`src/rtl/ama_riscv_fetch.sv`:
```
// Instruction fetch stage: PC register, synchronous-IMEM interface and the IF/ID
// boundary (stall hold buffer, squash flag, reset bubble).
module ama_riscv_fetch #(
  parameter logic [31:0] RESET_VEC = 32'h0000_0000,
  parameter int          IMEM_AW   = 14
) (
  input  logic               clk,
  input  logic               rst,
  input  logic [1:0]         pc_sel,
  input  logic               pc_we,
  input  logic [31:0]        alu_out,
  input  logic               stall_if,
  input  logic               clear_if,
  input  logic [31:0]        imem_rdata,
  output logic [IMEM_AW-1:0] imem_addr,
  output logic               imem_en,
  output logic [31:0]        pc_if,
  output logic [31:0]        pc_id,
  output logic [31:0]        inst_id,
  output logic               inst_valid_id
);

  localparam logic [31:0] NOP = 32'h0000_0013;

  typedef enum logic [1:0] {
    PC_SEL_INC4  = 2'd0,
    PC_SEL_ALU   = 2'd1,
    PC_SEL_RSVD  = 2'd2,
    PC_SEL_START = 2'd3
  } pc_sel_e;

  pc_sel_e     sel;
  logic [31:0] pc_if_q, pc_if_d;
  logic [31:0] pc_id_q, pc_id_d;
  logic [31:0] hold_q, hold_d;
  logic        hold_vld_q, hold_vld_d;
  logic        clr_q, clr_d;
  logic        rst_seq_q;
  logic        unused_alu_lsbs;

  assign sel             = pc_sel_e'(pc_sel);
  assign unused_alu_lsbs = ^alu_out[1:0];

  // Next PC: the PC only moves when the decoder asks and the stage is not frozen.
  // A squash does not gate this, so a redirect lands together with its bubble.
  always_comb begin
    pc_if_d = pc_if_q;
    if (pc_we && !stall_if) begin
      case (sel)
        PC_SEL_INC4:  pc_if_d = pc_if_q + 32'd4;
        PC_SEL_ALU:   pc_if_d = {alu_out[31:2], 2'b00};
        PC_SEL_START: pc_if_d = RESET_VEC;
        PC_SEL_RSVD:  pc_if_d = pc_if_q;
        default:      pc_if_d = pc_if_q;
      endcase
    end
  end

  assign pc_id_d = stall_if ? pc_id_q : pc_if_q;

  // IMEM output is only trustworthy on the first stalled cycle (no read is issued
  // afterwards), so capture it once and replay it until the stall lifts.
  always_comb begin
    hold_d     = hold_q;
    hold_vld_d = hold_vld_q;
    if (clear_if || !stall_if) begin
      hold_vld_d = 1'b0;
    end else if (!hold_vld_q) begin
      hold_d     = imem_rdata;
      hold_vld_d = 1'b1;
    end
  end

  // The squash sticks through a stall so the bubble is not lost while frozen.
  always_comb begin
    clr_d = clr_q;
    if (clear_if)
      clr_d = 1'b1;
    else if (!stall_if)
      clr_d = 1'b0;
  end

  always_ff @(posedge clk or posedge rst) begin
    if (rst) begin
      pc_if_q    <= RESET_VEC;
      pc_id_q    <= RESET_VEC;
      hold_q     <= NOP;
      hold_vld_q <= 1'b0;
      clr_q      <= 1'b0;
      rst_seq_q  <= 1'b1;
    end else begin
      pc_if_q    <= pc_if_d;
      pc_id_q    <= pc_id_d;
      hold_q     <= hold_d;
      hold_vld_q <= hold_vld_d;
      clr_q      <= clr_d;
      rst_seq_q  <= 1'b0;
    end
  end

  assign imem_addr     = pc_if_q[IMEM_AW+1:2];
  assign imem_en       = !stall_if;
  assign pc_if         = pc_if_q;
  assign pc_id         = pc_id_q;
  assign inst_valid_id = !rst_seq_q && !clr_q;

  always_comb begin
    inst_id = imem_rdata;
    if (!inst_valid_id)
      inst_id = NOP;
    else if (hold_vld_q)
      inst_id = hold_q;
  end

endmodule

```
`config.mk`:
```
export PLATFORM = sky130hd
export DESIGN_NAME = ama_riscv_fetch
export DESIGN_NICKNAME = d
export VERILOG_FILES = /design/src/rtl/ama_riscv_fetch.sv
export SDC_FILE = /design/constraint.sdc
export NUM_CORES = 1
export LEC_CHECK = 0
export BUFFER_PORTS_ARGS = -buffer_cell sky130_fd_sc_hd__clkbuf_2
export CAP_MARGIN = 20
export CORE_ASPECT_RATIO = 1.75
export CORE_MARGIN = 1.5
export CORE_UTILIZATION = 54
export CTS_CLUSTER_SIZE = 12
export DETAILED_ROUTE_END_ITERATION = 10
export GPL_TIMING_DRIVEN = 0
export PLACE_DENSITY_LB_ADDON = 0.05
export RECOVER_POWER = 100
export SYNTH_ARGS = -nofsm -noshare
export SYNTH_HDL_FRONTEND = slang
export SYNTH_SLANG_ARGS = --single-unit
```
`constraint.sdc`:
```
create_clock -name clk -period 5.1 [get_ports clk]
set_input_delay 1.02 -clock clk [delete_from_list [all_inputs] [get_ports clk]]
set_output_delay 1.02 -clock clk [all_outputs]
set_load 0.01 [all_outputs]
```
==> metrics, run 1 <==
Starting Density=around 56%; Mapped Cells=just under 500; TritonRoute pass-1 iters=4; max-cap viol count=1; area of the die=between 9000 and 10000 µm²; Die Y=around 130 µm; Int Pwr=between 1.5 and 2 mW; Period minus WS final=between 3 and 4 ns; initial DRC count=about 320; Net Sw Frac=a little under a third; fin crit share=60.0%; nets@finish=about 750; Max clock buf depth=2; I/O Pins=~180; Avg WL per Cell=17.7 µm; Routed WL=about 14000 µm; synthesized area=a little over 5000 µm²; Unique masters post-synth=a little under 60; Setup Buffers After CTS=0; PostCTS Resize Cnt=0; Total GRT Usage=28.8%; Hold Path Origin=clr_q; # rows=46; worst slew pin tran=~1.7 ns; Critical path buffers and inverters=3; number of CTS-inserted buffers=9; Crit Path Max Fanout=70; n_diodes=0; die extent in x=76.2 µm; failing checks=capacitance limit, slew limit; commonest non-fill, non-tap cell in the layout=clkbuf_1; cell taking the most area after synthesis=dfrtp_1; Gate power share=a little over a fifth; CP top delay family=buffers and inverters; worst endpoint required time=5.23 ns; Multi-input gate area=~2400 µm²; Clock Skews=0.00927 ns; drt via density=5.62; Core Area=between 9000 and 10000 µm²; Critical R2R Capture=pc_if[30]; first-pass GRT wire length=22400 µm; GRT Residual Overflow=0; CTS tree=yes; Num Clock Sinks=95; DR vias=4530; total power=about 2.2 mW; Leak=around 2.8 nW; Worst path max stage delay=1.36 ns; RePlAce Congestion=around 0.9; register area share after synthesis=a little under half; RR Startpoint=pc_if[2]; vias in the first global route=between 4000 and 5000; commonest cells after routing, fill and taps aside=clkbuf_1, dfrtp_1, clkbuf_2, mux2_2, nor2_1; setup TNS=0 ns; unrepaired setup endpoints after global routing=no; H-Tree Depth=3; outcome=complete, but fails checks; Avg Inst Size Synth=between 10 and 15 µm²; Post-synth EDFFs=0; hold buffers post-CTS=0; clk slew on worst S/H paths=0.06 ns; slowest cell on the critical path=clkbuf_2; CP endpoint kind=asynchronous set/reset pin; DRC viols=0; Max Transition Viols Final=approximately 70; Main synth FF type=dfrtp_1; largest net degree at the start of global routing=71; hpwl dp=around 11000 µm; depth of the worst hold-timing path=1; main area contributors after synthesis=dfrtp_1, mux2_2, mux2i_1, nor2_1, buf_4; Fmax=~330 MHz; Layout area overhead=24.5%; worst reg-to-reg setup slack=around 2.7 ns; Clock Latency Late Sink=about 0.34 ns; Cell Count, Final, Fillers Out=between 800 and 900; NetSw=between 0.6 and 0.7 mW; Storage cell area=about 2400 µm²; final hold vios=0; relative slew slack=-12.6%; critical path arrival=about 3.2 ns; Crit path depth=3; DP Cell Count=790; setup violators final=0; synth warn=0; root buffer cell=clkbuf_16; fill cell count=approximately 800; cells along the critical path=clkbuf_2 > clkinvlp_2 > clkbuf_2; WS Path Type=in2async; asr flop ratio synth=between 90% and 100%; Synth Register Bits=95; PD cells=352 nW/µm²; Min-Delay Endpoint=clr_q; Hold Path Class=reg2reg; Clk pwr share=between 30% and 40%; most used cell, CP=clkbuf_2; R2R cell count=6; share of cells above drive strength 1=about 28%; CP Launch Type=input port; Max VDD drop=247 µV; PortBufs=around 180; DRT antenna net count=0; Seq pwr share=a little under half; initial antenna violation count=0; top cell type's share of synthesized area=between 40% and 50%
-- worst max-delay path by stage --
| stage | from | end | slack, ns |
|---|---|---|---|
| after floorplan | rst | clr_q | 1.61 |
| final | rst | pc_if[28] | 2.04 |
| after global placement | rst | pc_id[8] | 0.50 |
| after CTS | hold_vld_q | inst_id[3] | 2.07 |
| after global routing | rst | pc_if[10] | 1.48 |
| after detailed placement | pc_we | pc_if[19] | 2.25 |
-- synthesized netlist by cell type (3+ instances only) --
cell type / n
dfrtp_1: 91
mux2_2: 54
nor2_1: 50
mux2i_1: 36
nand2_1: 35
a21oi_1: 21
o21ai_0: 21
buf_4: 20
nand3_1: 18
clkbuf_1: 16
nand4_1: 15
inv_1: 10
nor3_1: 8
buf_1: 7
and2_1: 6
buf_2: 5
o211ai_1: 5
a32oi_1: 4
and3_1: 4
dfstp_2: 4
o31ai_1: 4
a22oi_1: 3
a31o_2: 3
and4_1: 3
mux2_1: 3
o22ai_1: 3
or4_1: 3
-- per-stage QoR --
stage                     utilization [%]  instance area (µm²)  hold WS (ns)  setup slack, ns
after floorplan                         -                 5070         0.446             1.61
after global placement               67.1                 6100         0.458            0.497
after detailed placement             67.4                 6130         0.473             2.25
after CTS                            71.0                 6460         0.488             2.07
after global routing                 69.3                 6300         0.505             1.48
final                                69.3                 6300         0.482             2.04
-- power by group through the flow --
stage,clock [mW],combinational [mW],sequential (mW)
final,0.740,0.479,0.999
after floorplan,0,0.275,1.02
after global routing,0.782,0.527,1.02
after CTS,0.749,0.512,0.999
after global placement,0,0.495,1.00
after detailed placement,0,0.511,1.01
-- flip-flops by register name, indices dropped and copies added, names as in the netlist --
name / cells
hold_vld_q: 1
hold_q: 32
clr_q: 1
pc_if: 30
rst_seq_q: 1
pc_id: 30
-- kinds of logic (layout without fill, tap and decap cells) --
kind of cell	count (synthesis)	after routing	share of synthesized area, %
multiplexers	93	93	19.8
AO/OA/AOI/OAI	84	84	10.9
buffers and inverters	59	251	6.18
other	1	5	0.0741
flip-flops	95	95	47.1
AND/OR/NAND/NOR	157	157	15.8
adder cells (fa/ha/maj)	1	1	0.247
-- area by class of cell --
cell class | count | area share (%)
plain buffers | 49 | 4.29
clock buffers | 10 | 3.79
clock inverters | 6 | 1.43
inverters | 10 | 0.616
multi-input cells | 340 | 37.6
flip-flops and latches | 95 | 37.8
well taps | 120 | 2.38
repair buffers | 176 | 12.1
-- layer usage --
metal | share of wire [%] | vias to the layer above | routed length, µm | GRT usage, %
met5 | 0 | - | 0 | 0
met4 | 3.4 | 0 | 484 | 14.7
met3 | 5.8 | 33 | 822 | 3.88
met2 | 53 | 218 | 7540 | 52.3
met1 | 38 | 2151 | 5440 | 33.6
li1 | - | 2128 | - | -
No activity file was read; power rests on OpenSTA's default activity.
==> inputs of run 2 (changes only) <==
- CORE_UTILIZATION: 54 -> 45
- clock period: 5.1 -> 2.8 ns (I/O delays scaled with it)
==> metrics, run 2 (synthesis results as in run 1) <==
CTS tree=yes (unchanged); TritonRoute pass-1 iters=4 (unchanged); Max Transition Viols Final=0 (was 71); Crit path depth=5 (was 3); Starting Density=45.8% (was 55.6%); Die Y=143 µm (was 131 µm); Storage cell area=2380 µm² (unchanged); slowest cell on the critical path=clkbuf_1 (was clkbuf_2); Period minus WS final=about 2.6 ns; drt via density=5.51 (was 5.62); outcome=complete, no violations (was complete, but fails checks); PostCTS Resize Cnt=0 (unchanged); initial DRC count=207 (was 315); M2 GR Usage=46.4% (was 52.3%); fill cell count=1088 (was 795); busiest metal layer after global routing=met2 (unchanged); R2R cell count=6 (unchanged); largest net degree at the start of global routing=36 (was 71); hpwl dp=11200 µm (was 10600 µm); Max clock buf depth=2 (unchanged); Setup Buffers After CTS=0 (unchanged); worst endpoint required time=2.24 ns (was 5.23 ns); hold buffers post-CTS=0 (unchanged); Multi-input gate area=2340 µm² (was 2370 µm²); vias in the first global route=4568 (was 4405); DRC viols=0 (unchanged); Worst path max stage delay=0.59 ns (was 1.36 ns); Fmax=388 MHz; commonest cells after routing, fill and taps aside=clkbuf_1, dfrtp_1, clkbuf_2, mux2_2, nor2_1 (unchanged); met3 Resource Use GR=3.70% (was 3.88%); area of the die=11900 µm² (was 9980 µm²); first-pass GRT wire length=23200 µm (was 22400 µm); clk slew on worst S/H paths=0.07 ns (was 0.06 ns); CP Launch Type=flop (was input port); Core Area=11000 µm² (was 9090 µm²); CP endpoint kind=primary output (was asynchronous set/reset pin); DRT antenna net count=0 (unchanged); WS Path Type=reg2out (was in2async); Num Clock Sinks=95 (unchanged); Leak=2.73 nW (was 2.76 nW); cells along the critical path=clkbuf_1 > clkbuf_1 > mux2i_1 > nand2_1 > clkbuf_1 (was clkbuf_2 > clkinvlp_2 > clkbuf_2); fin util=56.9% (was 69.3%); PortBufs=175 (unchanged); relative slew slack=6.46% (was -12.6%); Total GRT Usage=24.9% (was 28.8%); fin crit share=between 90% and 100%; max reg flops=32 (unchanged); nets@finish=754 (was 753); PD cells=628 nW/µm² (was 352 nW/µm²); critical path arrival=2.02 ns (was 3.19 ns); depth of the worst hold-timing path=2 (was 1); Critical path buffers and inverters=3 (unchanged); Max VDD drop=371 µV (was 247 µV); largest register by flop count=hold_q (unchanged); Clock Skews=0.00713 ns (was 0.00927 ns); share of cells above drive strength 1=27.5% (was 27.6%); Layout area overhead=24.1% (was 24.5%); I/O Pins=183 (unchanged); GRT Residual Overflow=0 (unchanged); setup TNS=0 ns (unchanged); CP top delay family=buffers and inverters (unchanged); root buffer cell=clkbuf_16 (unchanged); worst slew pin tran=1.40 ns (was 1.69 ns); Hold Path Class=in2reg (was reg2reg); die extent in x=83.2 µm (was 76.2 µm); Clock Latency Late Sink=0.34 ns (about the same); final hold vios=0 (unchanged); met1 Use GR=27.5% (was 33.6%); Crit Path Max Fanout=10 (was 70); initial antenna violation count=0 (unchanged); H-Tree Depth=3 (unchanged); Routed WL=14800 µm (was 14300 µm); # rows=51 (was 46); unrepaired setup endpoints after global routing=no (unchanged); Avg WL per Cell=18.1 µm (was 17.7 µm); most used cell, CP=clkbuf_1 (was clkbuf_2); DR vias=4513 (was 4530); RePlAce Congestion=0.913 (about the same); setup violators final=0 (unchanged); commonest non-fill, non-tap cell in the layout=clkbuf_1 (unchanged); number of CTS-inserted buffers=9 (unchanged); n_diodes=0 (unchanged); max-cap viol count=0 (was 1)
-- run 2: path summary, 6_finish.rpt --
kind	from	endpoint	slack, ns
worst max-delay path	hold_vld_q	inst_id[1]	0.22
worst min-delay path	clear_if	hold_vld_q	0.40
worst max register to register	pc_if[3]	pc_if[30]	0.22
worst min register to register	pc_id[9]	pc_id[9]	0.49
max in group asynchronous	rst	pc_if[4]	0.72
min in group asynchronous	rst	pc_id[18]	0.50
-- run 2: area by class of cell --
type / count / area share, %
Sequential cell: 95 / 37.9
Multi-Input combinational cell: 340 / 37.3
Timing Repair Buffer: 177 / 12.5
Buffer: 49 / 4.30
Clock buffer: 12 / 3.93
Tap cell: 132 / 2.63
Clock inverter: 4 / 0.837
Inverter: 10 / 0.618
-- run 2: power by group --
| group | leakage [nW] | internal, mW | switching [mW] |
|---|---|---|---|
| registers | 1.15 | 1.60 | 0.212 |
| logic | 1.43 | 0.409 | 0.467 |
| clock network | 0.148 | 0.723 | 0.532 |
| total | 2.73 | 2.73 | 1.21 |
-- run 2: metrics by stage --
stage	hold slack, ns	cells	setup slack [ns]	cell area, µm²	power [mW]
floorplan	0.446	494	0.831	5080	2.36
finish	0.396	819	0.225	6280	3.95
global route	0.408	819	0.0782	6280	4.15
detailed placement	0.478	803	0.316	6160	2.78
CTS	0.337	819	0.195	6460	4.04
global placement	0.455	801	0.314	6120	2.74
-- run 2: metal layers --
layer  vias up  wire length [µm]
li1       2128                 -
met1      2169              5710
met2       183              7900
met3        33               761
met4         0               465
met5         -                 0
==> inputs of run 3 (changes only) <==
- CORE_UTILIZATION: 45 -> 35
==> metrics, run 3 (synthesis results as in run 1) <==
TritonRoute pass-1 iters=4 (unchanged); I/O Pins=183 (unchanged); DRT antenna net count=0 (unchanged); Leak=2.75 nW (was 2.73 nW); vias in the first global route=4575 (was 4568); root buffer cell=clkbuf_16 (unchanged); Total GRT Usage=20.6% (was 24.9%); max reg flops=32 (unchanged); Routed WL=15500 µm (was 14800 µm); fill cell count=1481 (was 1088); PostCTS Resize Cnt=0 (unchanged); DP Cell Count=851 (was 803); # rows=58 (was 51); nets@finish=754 (unchanged); WS Path Type=reg2reg (was reg2out); share of cells above drive strength 1=27.8% (was 27.5%); number of CTS-inserted buffers=9 (unchanged); Starting Density=35.6% (was 45.8%); final hold vios=0 (unchanged); Cell Count, Final, Fillers Out=867 (was 819); Layout area overhead=25.8% (was 24.1%); worst slew pin tran=1.03 ns (was 1.40 ns); CP endpoint kind=flop (was primary output); hpwl dp=11700 µm (was 11200 µm); GRT Residual Overflow=0 (unchanged); initial antenna violation count=0 (unchanged); CP Launch Type=flop (unchanged); Core Area=14200 µm² (was 11000 µm²); critical path arrival=2.85 ns (was 2.02 ns); largest net degree at the start of global routing=40 (was 36); setup TNS=0 ns (unchanged); slowest cell on the critical path=nor3_2 (was clkbuf_1); hold buffers post-CTS=0 (unchanged); Crit Path Max Fanout=8 (was 10); outcome=complete, no violations (unchanged); max-cap viol count=0 (unchanged); worst endpoint required time=3.02 ns (was 2.24 ns); Num Clock Sinks=95 (unchanged); commonest non-fill, non-tap cell in the layout=clkbuf_1 (unchanged); initial DRC count=209 (was 207); Max Transition Viols Final=0 (unchanged); first-pass GRT wire length=23900 µm (was 23200 µm); PD cells=639 nW/µm² (was 628 nW/µm²); DRC viols=0 (unchanged); Die Y=162 µm (was 143 µm); Period minus WS final=2.64 ns (was 2.58 ns); relative slew slack=31.1% (was 6.46%); Max VDD drop=293 µV (was 371 µV); CTS tree=yes (unchanged); largest register by flop count=hold_q (unchanged); Fmax=379 MHz (was 388 MHz); die extent in x=93.9 µm (was 83.2 µm); fin crit share=94.2% (was 92.0%); Clock Skews=0.00888 ns (was 0.00713 ns); n_diodes=0 (unchanged); H-Tree Depth=3 (unchanged); RePlAce Congestion=0.881 (was 0.913); commonest cells after routing, fill and taps aside=clkbuf_1, dfrtp_1, clkbuf_2, mux2_2, nor2_1 (unchanged); cells along the critical path=ha_1 > nand4_1 > nor3_2 > nand2_4 > or3_1 > o311ai_0 (was clkbuf_1 > clkbuf_1 > mux2i_1 > nand2_1 > clkbuf_1); Hold Path Class=in2async (was in2reg); Avg WL per Cell=17.9 µm (was 18.1 µm); fin util=44.8% (was 56.9%); drt via density=5.19 (was 5.51); PortBufs=175 (unchanged); unrepaired setup endpoints after global routing=no (unchanged); clk slew on worst S/H paths=0.07 ns (about the same); setup violators final=0 (unchanged); DR vias=4504 (was 4513); Worst path max stage delay=0.61 ns (was 0.59 ns); Clock Latency Late Sink=0.34 ns (about the same); area of the die=15200 µm² (was 11900 µm²); hold slack=0.323 ns (was 0.396 ns); Setup Buffers After CTS=0 (unchanged); Max clock buf depth=2 (unchanged)
==> run 3: cell types whose count changed in the layout (fill, tap and decap cells not counted) <==
cell        change
clkbuf_1        -4
buf_1           +1
bufinv_16       +1
clkbuf_2        +1
clkinvlp_4      +1
nand3_1         +1
nand3_2         -1
o311ai_0        +1
o311ai_1        -1
==> run 3: layout make-up <==
type	count	area, µm²	area share (%)
sequential	95	2380	37.4
multi-input combinational	340	2340	36.7
timing repair buffer	177	782	12.3
buffer	49	272	4.26
clock buffer	10	239	3.75
tap	180	225	3.54
clock inverter	6	90.1	1.42
inverter	10	38.8	0.609
==> run 3: through the flow <==
| step | setup WS, ns | cell area [µm²] | power, mW |
|---|---|---|---|
| 6_report | 0.163 | 6370 | 4.07 |
| 5_1_grt | 0.0156 | 6370 | 4.29 |
| 4_1_cts | 0.166 | 6550 | 4.18 |
| 3_5_place_dp | 0.318 | 6220 | 2.79 |
| 3_3_place_gp | 0.285 | 6180 | 2.76 |
| 2_1_floorplan | 0.831 | 5080 | 2.36 |
==> run 3: worst paths after layout <==
| check | start | endpoint | slack (ns) | cells after the start |
|---|---|---|---|---|
| setup / recovery | pc_if[3] | pc_if[30] | 0.16 | 6 |
| hold / removal | rst | hold_q[27] | 0.32 | 2 |
| setup reg to reg | pc_if[3] | pc_if[30] | 0.16 | 6 |
| hold reg to reg | clr_q | clr_q | 0.48 | 1 |
| max in group asynchronous | rst | pc_if[4] | 0.89 | 4 |
| min in group clk | clear_if | hold_vld_q | 0.41 | 2 |
==> run 3: routing by layer <==
layer  routed length, µm  GRT usage (%)  up-vias
met3                 840           3.37       25
met4                 441           9.09        0
met2                8330           38.5      174
met5                   0              0        -
li1                    -              -     2136
met1                5890           22.4     2169
==> run 3: where the power goes <==
group	switching [mW]	internal [mW]
Clock	0.564	0.813
Sequential	0.211	1.60
Combinational	0.467	0.409
==> run 3: critical path, delay by kind of cell, from the launching register on <==
family	cells	cell delay, ns
AOI/OAI and AO/OA	1	0.29
adders and majority gates	1	0.29
DFF	1	0.48
and+or+nand+nor	4	1.46
